## src/rtl/mips_mc_pkg.sv

```systemverilog
// mips_mc_pkg: shared state, opcode and datapath-select encodings for the multi-cycle MIPS controller
package mips_mc_pkg;
    typedef enum logic [3:0] {
        IDLE, FETCH, DECODE, MEMADR, MEMRD, MEMWB, MEMWR,
        EXEC, ALUWB, BRANCH, ADDIEX, ADDIWB, JUMP
    } state_t;
    localparam logic [5:0] RTYPE = 6'b000000;
    localparam logic [5:0] LW    = 6'b100011;
    localparam logic [5:0] SW    = 6'b101011;
    localparam logic [5:0] BEQ   = 6'b000100;
    localparam logic [5:0] ADDI  = 6'b001000;
    localparam logic [5:0] J     = 6'b000010;
    typedef enum logic [1:0] {ALU_ADD = 2'b00, ALU_SUB = 2'b01, ALU_FUNCT = 2'b10} alu_op_t;
    typedef enum logic [1:0] {SRCB_B = 2'b00, SRCB_4 = 2'b01, SRCB_IMM = 2'b10, SRCB_IMMSH = 2'b11} alu_src_b_t;
    typedef enum logic [1:0] {PC_ALU = 2'b00, PC_ALUOUT = 2'b01, PC_JUMP = 2'b10} pc_src_t;
endpackage

```

## src/rtl/mips_multicycle_control_if.sv

```systemverilog
// mips_multicycle_control_if: opcode/memory handshake inputs and datapath control outputs of the controller
interface mips_multicycle_control_if;
    logic [5:0] OpCode;
    logic       mem_ready;
    logic       PCWrite, Branch, IorD, MemRead, MemWrite, IRWrite;
    logic       RegDst, MemtoReg, RegWrite, ALUSrcA;
    logic [1:0] PCSrc, ALUSrcB, ALUOp;
    logic       illegal_op, mem_err, instr_done;
    logic [3:0] state;
    modport master (
        input  OpCode, mem_ready,
        output PCWrite, Branch, PCSrc, IorD, MemRead, MemWrite, IRWrite, RegDst, MemtoReg,
               RegWrite, ALUSrcA, ALUSrcB, ALUOp, illegal_op, mem_err, instr_done, state
    );
    modport slave (
        output OpCode, mem_ready,
        input  PCWrite, Branch, PCSrc, IorD, MemRead, MemWrite, IRWrite, RegDst, MemtoReg,
               RegWrite, ALUSrcA, ALUSrcB, ALUOp, illegal_op, mem_err, instr_done, state
    );
endinterface

```

## src/rtl/mem_wait_timer.sv

```systemverilog
// mem_wait_timer: counts consecutive memory wait cycles and flags the last one allowed
module mem_wait_timer #(
    parameter int MEM_TIMEOUT = 16
) (
    input  logic clk,
    input  logic reset,
    input  logic clr,
    input  logic en,
    output logic expired
);
    localparam int W = MEM_TIMEOUT > 1 ? $clog2(MEM_TIMEOUT) : 1;
    logic [W-1:0] cnt;
    always_ff @(posedge clk)
        cnt <= (reset || clr) ? '0 : en ? cnt + 1'b1 : cnt;
    assign expired = cnt == W'(MEM_TIMEOUT - 1);
endmodule

```

## src/rtl/mips_multicycle_control.sv

```systemverilog
// mips_multicycle_control: Moore sequencer for the multi-cycle MIPS datapath with memory-wait timeout.
// Define MIPS_CTRL_JUMP_EN to add the j instruction (JUMP state).
module mips_multicycle_control
    import mips_mc_pkg::*;
#(
    parameter int MEM_TIMEOUT = 16
) (
    input logic clk,
    input logic reset,
    mips_multicycle_control_if.master ctrl
);
    state_t state, nextState;
    logic waitState, expired, timeout;
    assign waitState = state inside {FETCH, MEMRD, MEMWR};
    assign timeout   = waitState && !ctrl.mem_ready && expired;
    // a timeout in FETCH stays in FETCH, so it must clear the counter explicitly
    mem_wait_timer #(.MEM_TIMEOUT(MEM_TIMEOUT)) timer (
        .clk,
        .reset,
        .clr(timeout || nextState != state),
        .en(waitState && !ctrl.mem_ready),
        .expired
    );
    always_ff @(posedge clk)
        state <= reset ? IDLE : nextState;
    always_comb begin
        nextState       = state;
        ctrl.state      = state;
        ctrl.PCWrite    = 1'b0;
        ctrl.Branch     = 1'b0;
        ctrl.PCSrc      = PC_ALU;
        ctrl.IorD       = 1'b0;
        ctrl.MemRead    = 1'b0;
        ctrl.MemWrite   = 1'b0;
        ctrl.IRWrite    = 1'b0;
        ctrl.RegDst     = 1'b0;
        ctrl.MemtoReg   = 1'b0;
        ctrl.RegWrite   = 1'b0;
        ctrl.ALUSrcA    = 1'b0;
        ctrl.ALUSrcB    = SRCB_B;
        ctrl.ALUOp      = ALU_ADD;
        ctrl.illegal_op = 1'b0;
        ctrl.mem_err    = timeout;
        ctrl.instr_done = 1'b0;
        case (state)
            IDLE: nextState = FETCH;
            FETCH: begin
                ctrl.MemRead = 1'b1;
                ctrl.ALUSrcB = SRCB_4;
                ctrl.IRWrite = ctrl.mem_ready;
                ctrl.PCWrite = ctrl.mem_ready;
                nextState    = ctrl.mem_ready ? DECODE : FETCH;
            end
            DECODE: begin
                ctrl.ALUSrcB = SRCB_IMMSH;
                case (ctrl.OpCode)
                    RTYPE:   nextState = EXEC;
                    LW, SW:  nextState = MEMADR;
                    BEQ:     nextState = BRANCH;
                    ADDI:    nextState = ADDIEX;
`ifdef MIPS_CTRL_JUMP_EN
                    J:       nextState = JUMP;
`else
                    J: begin
                        nextState       = FETCH;
                        ctrl.illegal_op = 1'b1;
                    end
`endif
                    default: begin
                        nextState       = FETCH;
                        ctrl.illegal_op = 1'b1;
                    end
                endcase
            end
            MEMADR: begin
                ctrl.ALUSrcA = 1'b1;
                ctrl.ALUSrcB = SRCB_IMM;
                nextState    = ctrl.OpCode == LW ? MEMRD : MEMWR;
            end
            MEMRD: begin
                ctrl.IorD    = 1'b1;
                ctrl.MemRead = 1'b1;
                nextState    = ctrl.mem_ready ? MEMWB : timeout ? FETCH : MEMRD;
            end
            MEMWB: begin
                ctrl.MemtoReg   = 1'b1;
                ctrl.RegWrite   = 1'b1;
                ctrl.instr_done = 1'b1;
                nextState       = FETCH;
            end
            MEMWR: begin
                ctrl.IorD       = 1'b1;
                ctrl.MemWrite   = 1'b1;
                ctrl.instr_done = ctrl.mem_ready;
                nextState       = (ctrl.mem_ready || timeout) ? FETCH : MEMWR;
            end
            EXEC: begin
                ctrl.ALUSrcA = 1'b1;
                ctrl.ALUOp   = ALU_FUNCT;
                nextState    = ALUWB;
            end
            ALUWB: begin
                ctrl.RegDst     = 1'b1;
                ctrl.RegWrite   = 1'b1;
                ctrl.instr_done = 1'b1;
                nextState       = FETCH;
            end
            BRANCH: begin
                ctrl.ALUSrcA    = 1'b1;
                ctrl.ALUOp      = ALU_SUB;
                ctrl.Branch     = 1'b1;
                ctrl.PCSrc      = PC_ALUOUT;
                ctrl.instr_done = 1'b1;
                nextState       = FETCH;
            end
            ADDIEX: begin
                ctrl.ALUSrcA = 1'b1;
                ctrl.ALUSrcB = SRCB_IMM;
                nextState    = ADDIWB;
            end
            ADDIWB: begin
                ctrl.RegWrite   = 1'b1;
                ctrl.instr_done = 1'b1;
                nextState       = FETCH;
            end
`ifdef MIPS_CTRL_JUMP_EN
            JUMP: begin
                ctrl.PCWrite    = 1'b1;
                ctrl.PCSrc      = PC_JUMP;
                ctrl.instr_done = 1'b1;
                nextState       = FETCH;
            end
`endif
            default: nextState = IDLE;
        endcase
    end
endmodule
```

## src/flat_wrapper.sv

```systemverilog
// flat-port wrapper written by rule: the top's interface ports become plain ports
module mips_multicycle_control_flat import mips_mc_pkg::*;
#(
    parameter int MEM_TIMEOUT = 16
)
  (clk, reset, ctrl_OpCode, ctrl_mem_ready, ctrl_PCWrite, ctrl_Branch, ctrl_PCSrc, ctrl_IorD, ctrl_MemRead, ctrl_MemWrite, ctrl_IRWrite, ctrl_RegDst, ctrl_MemtoReg, ctrl_RegWrite, ctrl_ALUSrcA, ctrl_ALUSrcB, ctrl_ALUOp, ctrl_illegal_op, ctrl_mem_err, ctrl_instr_done, ctrl_state);
  mips_multicycle_control_if ctrl_i ();
  input logic clk;
  input logic reset;
  input wire logic [$bits(ctrl_i.OpCode)-1:0] ctrl_OpCode;
  input wire logic [$bits(ctrl_i.mem_ready)-1:0] ctrl_mem_ready;
  output wire logic [$bits(ctrl_i.PCWrite)-1:0] ctrl_PCWrite;
  output wire logic [$bits(ctrl_i.Branch)-1:0] ctrl_Branch;
  output wire logic [$bits(ctrl_i.PCSrc)-1:0] ctrl_PCSrc;
  output wire logic [$bits(ctrl_i.IorD)-1:0] ctrl_IorD;
  output wire logic [$bits(ctrl_i.MemRead)-1:0] ctrl_MemRead;
  output wire logic [$bits(ctrl_i.MemWrite)-1:0] ctrl_MemWrite;
  output wire logic [$bits(ctrl_i.IRWrite)-1:0] ctrl_IRWrite;
  output wire logic [$bits(ctrl_i.RegDst)-1:0] ctrl_RegDst;
  output wire logic [$bits(ctrl_i.MemtoReg)-1:0] ctrl_MemtoReg;
  output wire logic [$bits(ctrl_i.RegWrite)-1:0] ctrl_RegWrite;
  output wire logic [$bits(ctrl_i.ALUSrcA)-1:0] ctrl_ALUSrcA;
  output wire logic [$bits(ctrl_i.ALUSrcB)-1:0] ctrl_ALUSrcB;
  output wire logic [$bits(ctrl_i.ALUOp)-1:0] ctrl_ALUOp;
  output wire logic [$bits(ctrl_i.illegal_op)-1:0] ctrl_illegal_op;
  output wire logic [$bits(ctrl_i.mem_err)-1:0] ctrl_mem_err;
  output wire logic [$bits(ctrl_i.instr_done)-1:0] ctrl_instr_done;
  output wire logic [$bits(ctrl_i.state)-1:0] ctrl_state;
  assign ctrl_i.OpCode = ctrl_OpCode;
  assign ctrl_i.mem_ready = ctrl_mem_ready;
  assign ctrl_PCWrite = ctrl_i.PCWrite;
  assign ctrl_Branch = ctrl_i.Branch;
  assign ctrl_PCSrc = ctrl_i.PCSrc;
  assign ctrl_IorD = ctrl_i.IorD;
  assign ctrl_MemRead = ctrl_i.MemRead;
  assign ctrl_MemWrite = ctrl_i.MemWrite;
  assign ctrl_IRWrite = ctrl_i.IRWrite;
  assign ctrl_RegDst = ctrl_i.RegDst;
  assign ctrl_MemtoReg = ctrl_i.MemtoReg;
  assign ctrl_RegWrite = ctrl_i.RegWrite;
  assign ctrl_ALUSrcA = ctrl_i.ALUSrcA;
  assign ctrl_ALUSrcB = ctrl_i.ALUSrcB;
  assign ctrl_ALUOp = ctrl_i.ALUOp;
  assign ctrl_illegal_op = ctrl_i.illegal_op;
  assign ctrl_mem_err = ctrl_i.mem_err;
  assign ctrl_instr_done = ctrl_i.instr_done;
  assign ctrl_state = ctrl_i.state;
  mips_multicycle_control #(.MEM_TIMEOUT(MEM_TIMEOUT)) u_core (.clk(clk), .reset(reset), .ctrl(ctrl_i));
endmodule
```

## config.mk

```make
export PLATFORM = sky130hd
export DESIGN_NAME = mips_multicycle_control_flat
export DESIGN_NICKNAME = d
export VERILOG_FILES = /design/src/rtl/mips_mc_pkg.sv /design/src/rtl/mips_multicycle_control_if.sv /design/src/rtl/mem_wait_timer.sv /design/src/rtl/mips_multicycle_control.sv /design/src/flat_wrapper.sv
export SDC_FILE = /design/constraint.sdc
export NUM_CORES = 1
export LEC_CHECK = 0
export CAP_MARGIN = 25
export CORE_ASPECT_RATIO = 0.9
export CORE_UTILIZATION = 40
export CTS_CLUSTER_SIZE = 8
export DETAILED_ROUTE_END_ITERATION = 12
export PLACE_DENSITY = 0.73
export SKIP_LAST_GASP = 1
export SYNTH_ARGS = -nofsm -noshare
export SYNTH_HDL_FRONTEND = slang
export SYNTH_HIERARCHICAL = 1
export SYNTH_SLANG_ARGS = --single-unit
```

## constraint.sdc

```tcl
create_clock -name clk -period 6.2 [get_ports clk]
set_input_delay 1.86 -clock clk [delete_from_list [all_inputs] [get_ports clk]]
set_output_delay 1.86 -clock clk [all_outputs]
set_load 0.1 [all_outputs]
```

Word-level counts from Yosys, hierarchy flattened
Cells that the tools add are included.

storage, ports and cells
  word-level logic and storage cells = 60
  input bits = 9
  register bits = 8
  output and inout port bits = 23

operators by class
  reductions and logical operators = 18
  $add $sub $neg = 1
  muxes and demuxes = 22
  eq/ne operators = 17

operator list
  kind                 count
  $pmux 4 s8           1
  $eq 4x4->1 const B   5
  $eq 4x3->1 const B   4
  $pmux 4 s4           1
  $eq 6x6->1 const B   2
  $mux 1               12
  $reduce_or 5->1      2
  $eq 4x2->1 const B   2
  $reduce_or 2->1      4
  $reduce_or 4->1      2
  $eq 6x3->1 const B   1
  $eq 6x4->1 const B   1
  $logic_not 6->1      1
  $mux 3               2
  $pmux 2 s3           1
  $add 4x1->4 const B  1
  $eq 4x1->1 const B   1
  $logic_not 4->1      1
  $mux 2               2
  $mux 4               1
  $ne 4x4->1           1
  $pmux 2 s2           1
  $logic_or 1x1->1     3
  $reduce_bool 3->1    1
  4 further kinds      5

Longest topological paths before layout
  depth after elaboration = 10
  mapped depth = 9
  mapped depth without buffers = 9

Modules after synthesis
Netlist, hierarchy kept.

modules (own cells, without submodules)
  module                   area an instance (um^2)  seq. area each (um^2)  cells an instance  instances
  mips_multicycle_control  624.3                    80.1                   95                 1
  mem_wait_timer           193.9                    80.1                   18                 1

Worst setup path before layout
Ideal clock, no wire load.

  kind = input to output
  start point = input port ctrl_OpCode[5]
  end point = output port ctrl_illegal_op
  data arrival time = 5.084 ns
  data required time = 4.340 ns
  stages = 4
  path slack = -0.744 ns
  path buffers = 0
  path through = and3_2 > o21bai_1 > a21oi_1 > nor4_1

between the ends
  cells in the longest elaborated chain, start to end = 4
  elaborated cells on any way between the ends = 8
  those cells by class = eq/ne: 4; mux: 2; reduce/logical: 2

ends and longest elaborated chain
  what                                RTL line                       RTL
  from (decl)                         flat_wrapper.sv:10             input wire logic [$bits(ctrl_i.OpCode)-1:0] ctrl_OpCode;
  $eq 6x6->1 (tied with other cells)  mips_multicycle_control.sv:56  case (ctrl.OpCode)
  $reduce_or 5->1 (no source line) *  n/a
  $mux 1 *                            mips_multicycle_control.sv:56
  $mux 1 *                            mips_multicycle_control.sv:45  case (state)
  to (decl)                           flat_wrapper.sv:25             output wire logic [$bits(ctrl_i.illegal_op)-1:0] ctrl_illegal_op;

Mark *: on every way between the ends. The rest lies on a longest branch, timed or not.

Final worst setup path
Same ends and word-level chain as after synthesis.

==> results.sh <==
export IMPL_outcome="finished clean"
export IMPL_rsz0062_at_grt="false"
export IMPL_cts_tree="done"
export IMPL_ys_warn_count=6
export IMPL_clock_path_buffers=2
export IMPL_yosysSeqAreaShare_pct=19.6
export IMPL_seqPwrFrac_pct=32.4
export IMPL_numCtsBuffers=3
export IMPL_chipWidth_um=49.7
export IMPL_min_period_ns=5.16
export IMPL_total_power_w=0.000183
export IMPL_cp_start_kind="input pin"
export IMPL_clkPwrFrac_pct=22.3
export IMPL_ios=32
export IMPL_crit_start="ctrl_OpCode[5]"
export IMPL_maxSlewViolCount=0
export IMPL_ys_ff_latch=8
export IMPL_ctsHoldBuffers=0
export IMPL_cellPowerDensity_mw_per_mm2=161
export IMPL_cts_max_level=1
export IMPL_die_area_mm2=0.00223
export IMPL_synth_distinct_cells=43
export IMPL_worstPathMaxFanout=3
export IMPL_timing_final_crit_share_pct=83.3
export IMPL_stdcell_count=163
export IMPL_fill_cells=181
export IMPL_combPwrFrac_pct=45.3
export IMPL_cp_arrival_ns=3.30
export IMPL_post_cts_buffers=0
export IMPL_synth_edf_count=0
export IMPL_initial_core_util_pct=42.7
export IMPL_switching_share_pct=46.0
export IMPL_synthesis_area_um2=818
export IMPL_rr_startpoint="u_core/timer/cnt[0]"
export IMPL_gp_congestion=0.812
export IMPL_drt_iter0_markers=38
export IMPL_via_count=971
export IMPL_antenna_cells=0
export IMPL_worst_pin_slew_ns=0.970
export IMPL_nets=150
export IMPL_p_int_w=0.0000989
export IMPL_cts_root_buf="clkbuf_4"
export IMPL_dpl_instance_area_mm2=0.00112
export IMPL_rows=15
export IMPL_antenna_found_initial=0
export IMPL_end_kind="output port"
export IMPL_drc=0
export IMPL_leakagePower_nw=0.444
export IMPL_layout_drive_gt1_share_pct=13.0
export IMPL_grt_overflow_total=0
export IMPL_vias_per_cell=5.96
export IMPL_fin_area_mm2=0.00114
export IMPL_grt_pass1_vias=822
export IMPL_cp_required_ns=4.34
export IMPL_clock_fmax_ghz=0.194
export IMPL_post_dp_hpwl_um=1650
export IMPL_p_sw_w=0.0000843
export IMPL_grtUsageTotal_pct=21.3
export IMPL_cap_violations=0
export IMPL_chipHeight_um=44.9
export IMPL_hold_class="reg -> reg"
export IMPL_avgSynthCellArea_um2=7.24
export IMPL_async_reset_ff_share_pct=0
export IMPL_worstHoldStart="u_core/timer/cnt[1]"
export IMPL_drt_first_pass_iters=4
export IMPL_routedWlPerCell_um=13.8
export IMPL_synthCells=113
export IMPL_syn_to_final_growth_pct=39.1
export IMPL_synth_flop_cell="dfxtp_1"
export IMPL_timing_worst_setup_path_type="in -> out"
export IMPL_final_hold_violation_count=0
export IMPL_postCtsResizedCells=0
export IMPL_grt_max_degree=28
export IMPL_cts_sinks=8
export IMPL_skew_ns=0.00262
export IMPL_path_clk_slew_ns=0.05
export IMPL_clock_latency_ns=0.26
export IMPL_tns_ns=0
export IMPL_whs_ns=0.554
export IMPL_routed_wl_um=2250
export IMPL_setup_violations=0
export IMPL_irDropWorstVdd_mv=0.105
export IMPL_syn_nets=123
export IMPL_ant_nets=0
export IMPL_slew_headroom_pct=35.1
export IMPL_place_inst=160
export IMPL_port_buffers=30
export IMPL_core_mm2=0.00191
export IMPL_reg2reg_depth=9
export IMPL_grt_pass1_wl_um=3590
export IMPL_holdPathStages=2
## synthesized netlist by cell type (2+ instances only)
cell	count	area, µm²
a221o_1	2	20.0
mux2i_1	2	20.0
nor2_1	14	52.6
a21oi_1	11	55.1
a41oi_1	2	17.5
and3_1	2	12.5
dfxtp_1	8	160
clkbuf_1	4	15.0
nand2b_1	3	18.8
nand2_1	6	22.5
buf_4	3	22.5
buf_2	2	10.0
o21ai_0	7	35.0
inv_1	5	18.8
nor3_1	9	45.0
o21bai_1	2	15.0
nor2b_1	4	25.0
xnor2_1	2	17.5
## state kept, by name (all words and copies together), names as in the netlist
name               cells
u_core/ctrl.state      4
u_core/timer/cnt       4
## critical path: stages
cell and delay, ns:
clkdlybuf4s50_1 0.47, and3_2 0.26, o21bai_1 0.16, a21oi_1 0.10
nor4_2 0.13, buf_4 0.33
## through the flow
| step | setup slack [ns] | utilization, % |
|---|---|---|
| floorplan | 0.108 | - |
| global placement | 1.09 | 58.3 |
| detailed placement | 1.05 | 58.3 |
| CTS | 1.05 | 59.5 |
| global route | 0.919 | 59.5 |
| finish | 1.04 | 59.5 |
## power by group through the flow
stage	Sequential (W)	Combinational, W	Clock, W
detailed placement	0.0000603	0.0000822	0
global placement	0.0000602	0.0000813	0
CTS	0.0000592	0.0000824	0.0000430
finish	0.0000594	0.0000829	0.0000409
global route	0.0000599	0.0000867	0.0000447
floorplan	0.0000632	0.0000586	0
## path summary, 6_finish.rpt
path / end / slack [ns]
worst min-delay path: u_core/timer/cnt[1] / 0.55
worst max register to register: u_core/timer/cnt[2] / 3.69
worst max-delay path: ctrl_illegal_op / 1.04
worst min register to register: u_core/timer/cnt[1] / 0.55
## layout make-up
| type | count | area, µm² | area share, % |
|---|---|---|---|
| Inverter | 5 | 18.8 | 1.65 |
| Sequential cell | 8 | 160 | 14.1 |
| Multi-Input combinational cell | 91 | 598 | 52.5 |
| Tap cell | 25 | 31.3 | 2.75 |
| Clock buffer | 3 | 22.5 | 1.98 |
| Timing Repair Buffer | 31 | 308 | 27.0 |
## placed cells by master, fill, tap and decap left out, drive strengths merged, types with 2 or more instances in the layout
cell type,synthesis,layout
nor2b,4,4
buf,5,6
mux2,2,2
nor3,9,9
a221o,2,2
clkbuf,4,3
and3,3,3
mux2i,2,2
dfxtp,8,8
nor4,2,2
clkdlybuf4s50,0,25
nor2,14,14
o21bai,2,2
a21o,2,2
xnor2,2,2
a41oi,2,2
a21oi,11,11
nand2b,3,3
nand2,6,6
o21ai,7,7
inv,5,5
## cell families after synthesis
kind of cell | after synthesis | synth area share, %
AO/OA/AOI/OAI | 34 | 28.3
adder cells (fa/ha/maj) | 1 | 1.53
XOR/XNOR | 3 | 3.21
multiplexers | 4 | 5.66
AND/OR/NAND/NOR | 48 | 33.2
other | 1 | 0.458
flip-flops | 8 | 19.6
buffers and inverters | 14 | 8.10
## per-layer routing
layer	GRT usage (%)	wire (µm)	up-vias
li1	-	-	460
met1	28.2	989	456
met2	34.6	1040	51
met3	5.39	203	4
met4	5.71	14	0
met5	0	0	-
Power figures use the tool's default switching activity.
